<file path="src/rtl/cbus_arbiter_pkg.sv">
// cbus_arbiter_pkg: shared cbus request/response types used by the fetch and data ports
package cbus_arbiter_pkg;
    typedef struct packed {
        logic        valid;
        logic        is_write;
        logic [1:0]  size;
        logic [3:0]  strobe;
        logic [31:0] addr;
        logic [31:0] data;
    } cbus_req_t;

    typedef struct packed {
        logic        ready;
        logic        last;
        logic [31:0] data;
    } cbus_resp_t;
endpackage

</file>
<file path="src/rtl/cbus_arbiter.sv">
// cbus_arbiter: two-port (fetch/data) arbiter onto one cbus with drain-before-regrant
module cbus_arbiter
    import cbus_arbiter_pkg::*;
#(
    parameter int ROUND_ROBIN = 1
) (
    input  logic       clk,
    input  logic       rst,
    input  cbus_req_t  ireq,
    output cbus_resp_t iresp,
    input  cbus_req_t  dreq,
    output cbus_resp_t dresp,
    output cbus_req_t  oreq,
    input  cbus_resp_t oresp,
    output logic       busy
);
    typedef enum logic [1:0] {IDLE, GRANT_I, GRANT_D, DRAIN} state_t;
    typedef enum logic {GID_I, GID_D} gid_t;

    state_t state;
    gid_t   last_grant;
    logic   prev_ready;
    logic   done;
    logic   pick_d;

    // a downstream that holds ready high for several cycles completes only once
    assign done   = oresp.ready && oresp.last && !prev_ready;
    assign pick_d = dreq.valid && (!ireq.valid || ROUND_ROBIN == 0 || last_grant == GID_I);

    always_ff @(posedge clk or posedge rst) begin
        if (rst) begin
            state      <= IDLE;
            last_grant <= GID_D;
            prev_ready <= 1'b0;
            busy       <= 1'b0;
        end else begin
            prev_ready <= oresp.ready;
            case (state)
                IDLE: if (ireq.valid || dreq.valid) begin
                    state      <= pick_d ? GRANT_D : GRANT_I;
                    last_grant <= pick_d ? GID_D : GID_I;
                    busy       <= 1'b1;
                end
                GRANT_I: if (done || !ireq.valid) state <= DRAIN;
                GRANT_D: if (done || !dreq.valid) state <= DRAIN;
                DRAIN: if (!oresp.ready) begin
                    state <= IDLE;
                    busy  <= 1'b0;
                end
                default: begin
                    state <= IDLE;
                    busy  <= 1'b0;
                end
            endcase
        end
    end

    always_comb begin
        oreq  = state == GRANT_I ? ireq : state == GRANT_D ? dreq : '0;
        iresp = state == GRANT_I ? oresp : '0;
        dresp = state == GRANT_D ? oresp : '0;
    end
endmodule

</file>
<file path="config.mk">
export PLATFORM = sky130hd
export DESIGN_NAME = cbus_arbiter
export DESIGN_NICKNAME = d
export VERILOG_FILES = /design/src/rtl/cbus_arbiter_pkg.sv /design/src/rtl/cbus_arbiter.sv
export SDC_FILE = /design/constraint.sdc
export NUM_CORES = 1
export LEC_CHECK = 0
export ABC_CLOCK_PERIOD_IN_PS = 2100
export BUFFER_PORTS_ARGS = -buffer_cell sky130_fd_sc_hd__buf_2
export CAP_MARGIN = 20
export CORE_AREA = 2 2 126 128
export CTS_CLUSTER_DIAMETER = 120
export DETAILED_ROUTE_END_ITERATION = 7
export DIE_AREA = 0 0 128 130
export PLACE_DENSITY_LB_ADDON = 0.05
export SETUP_SLACK_MARGIN = 0.15
export SYNTH_ARGS = -nofsm -noshare
export SYNTH_HDL_FRONTEND = slang
export SYNTH_SLANG_ARGS = --single-unit
</file>
<file path="constraint.sdc">
create_clock -name clk -period 2.1 [get_ports clk]
set_clock_uncertainty 0.2 [all_clocks]
set_input_delay 0.21 -clock clk [delete_from_list [all_inputs] [get_ports clk]]
set_output_delay 0.21 -clock clk [all_outputs]
set_load 0.005 [all_outputs]
</file>
==> reports/metrics.csv <==
metric;value;unit
Fmax achieved;0.4995;GHz
Antenna Cells;0;
Setup crit end kind;primary output;
crit path launch type;flop;
sinks on the clock net;5;
CP Class;flop to primary output;
Yosys reg bits;5;
port bufs;320;
final core area utilization;30.06;%
antenna viol nets, final;0;
Core Area;15420;um^2
# DRC;0;
die width;128;um
CTS tree;built;
VDD IR-drop max;0.0003657;V
net count after synthesis;529;
average size of a mapped cell;5.106;um^2
IO Pins;321;
Post-Syn Area;1762;um^2
CTS clk-pin slew, worst paths;40;ps
post-layout min period;2002;ps
max cap viols;0;
result of the run;finished clean;
first-pass GRT wire length;17.32;mm
Pwr Density;1387;nW/um^2
Required @ worst endpoint;1690;ps
Worst Hold Class;input port to flop;
crit-path max cell delay;400;ps
drt total wl;14.81;mm
WP data arrival;1590;ps
RSZ-0062 raised after global routing;yes;
CP max FO;7;
part of the cycle the worst path needs;95.34;%
Worst-Margin Slew;251.5;ps
First-pass DRT Iterations;4;
final setup vio count;0;
initial antenna violation count;0;
Mapped Cells;345;
die area;16640;um^2
Ys Warns;0;
RePlAce Congestion;0.7448;
WP buf/inv;4;
layout cells sized above 1;60.56;%
CTS max path bufs;2;
P_leak;2.557;nW
global route overflow;0;
Final Hold Fails;0;
Starting Density;11.42;%
TNS Setup;0;ps
vias after detailed routing;3600;
crit-path cells;buf_4 > ha_4 > buf_6 > clkbuf_16 > o21ai_0 > buf_2;
DR iter-0 viols;109;
largest net degree at the start of global routing;57;
slowest CP cell;dfrtp_2;
H-tree levels;1;
Overall Power;6.432;mW
Slew Limit Headroom;83.19;%
Rows;46;
clock latency on the worst-skew pair;230;ps
vias in the first global route;3187;
Area growth, synth to finish;163.2;%
Seq/Total Area, Yosys;7.173;%
Die Y;130;um
CTS root buf;clkbuf_16;
GRT Total Usage;13.36;%
Final Slew Violations;0;
Synth cell types;22;
CTS Buf Count;3;
# nets final;867;
Setup WS post-layout;97.84;ps
routed wire length per instance;16.94;um
delay-heaviest family, CP;buffers and inverters;
hpwl dp;8.626;mm
Vias per Instance;4.119;
pre-CTS WS;164.2;ps
[path summary, 6_finish.rpt]
check	start	slack, ps	cells past startpoint	to
worst min register to register	last_grant$_DFFE_PP1P_	330	2	last_grant$_DFFE_PP1P_
worst max-delay path	state[0]$_DFFE_PP0P_	100	6	oreq[70]
worst max register to register	state[0]$_DFFE_PP0P_	170	5	state[0]$_DFFE_PP0P_
max in group asynchronous	rst	1220	3	last_grant$_DFFE_PP1P_
worst min-delay path	ireq[71]	20	2	last_grant$_DFFE_PP1P_
min in group asynchronous	rst	230	3	state[0]$_DFFE_PP0P_
[worst reg2reg max path, stage by stage, from the launching register on]
cell	delay, ps
dfrtp_2	400
buf_4	150
ha_4	190
a22o_1	220
a221o_1	340
mux2_4	310
[report_power, final]
part | switching, mW | leakage [nW] | internal (mW)
Sequential | 0.0371 | 0.0537 | 0.149
Clock | 0.0687 | 0.0382 | 0.252
Combinational | 2.82 | 2.47 | 3.10
[cells in the final DEF (no fill, tap or decap), drive strengths merged, types with 2 or more instances in the layout]
master       synthesis  final
a31oi                3      3
and2                68     68
buf                  4    354
clkbuf              28     13
dfrtp                4      4
dlygate4sd3          0      2
ha                   4      4
inv                  3      3
nand2              145    145
nor2                 2      2
o21ai               74     74
[layout make-up]
cell class / instances / area, um^2
clock buffers: 4 / 78.83
fillers: 1711 / 10790
multi-input cells: 305 / 1659
well taps: 192 / 240.2
repair buffers: 365 / 2516
flip-flops and latches: 5 / 128.9
inverters: 3 / 13.76
[cell usage after synthesis]
cell	instances	area [um^2]
a21oi_1	1	5.000
a221o_1	1	10.01
a22o_1	1	8.760
a31oi_1	3	18.77
and2_1	68	425.4
buf_1	1	3.750
buf_2	2	10.01
buf_6	1	11.26
clkbuf_1	28	105.1
dfrtp_1	4	100.1
dfstp_2	1	26.28
ha_1	4	50.05
inv_1	3	11.26
mux2_4	1	15.01
mux2i_1	1	10.01
nand2_1	145	544.3
nand3b_1	1	7.510
nor2_1	2	7.510
nor2b_1	1	6.260
nor3b_1	1	7.510
o21a_1	1	7.510
o21ai_0	74	370.4
[state kept, by name, summed over array words and instances, names as in the netlist]
| signal | count |
|---|---|
| state | 2 |
| busy | 1 |
| last_grant | 1 |
| prev_ready | 1 |
[through the flow]
stage | cells | hold slack [ps] | instance area [um^2]
global placement | 831 | -61.84 | 3593
CTS | 858 | 21.89 | 4113
detailed placement | 831 | -72.50 | 3593
global route | 874 | 61.17 | 4637
floorplan | 345 | -212.2 | 1762
finish | 874 | 21.08 | 4637
[per-layer routing]
metal | GRT usage [%] | part of all wire (%) | vias to the layer above
met5 | 0 | 0 | -
met4 | 1.939 | 0.74 | 0
met3 | 3.731 | 8.1 | 10
met2 | 26.27 | 51 | 200
met1 | 14.51 | 40 | 1601
li1 | - | - | 1789
[repair_timing]
action	4_1_cts	5_1_grt
gates cloned	9	14
hold endpoints to repair	6	0
hold buffers	2	0
buffers inserted	12	2
pin swaps	0	17
resized for setup	44	101
endpoints found under the setup margin	121	134
[kinds of logic after synthesis]
group / Yosys count / synth area share (%)
and+or+nand+nor: 218 / 56.68
AOI/OAI and AO/OA: 81 / 23.86
buffers and inverters: 35 / 8.025
DFF: 5 / 7.174
adders and majority gates: 4 / 2.841
muxes: 2 / 1.420
No activity file was read; power rests on OpenSTA's default activity.
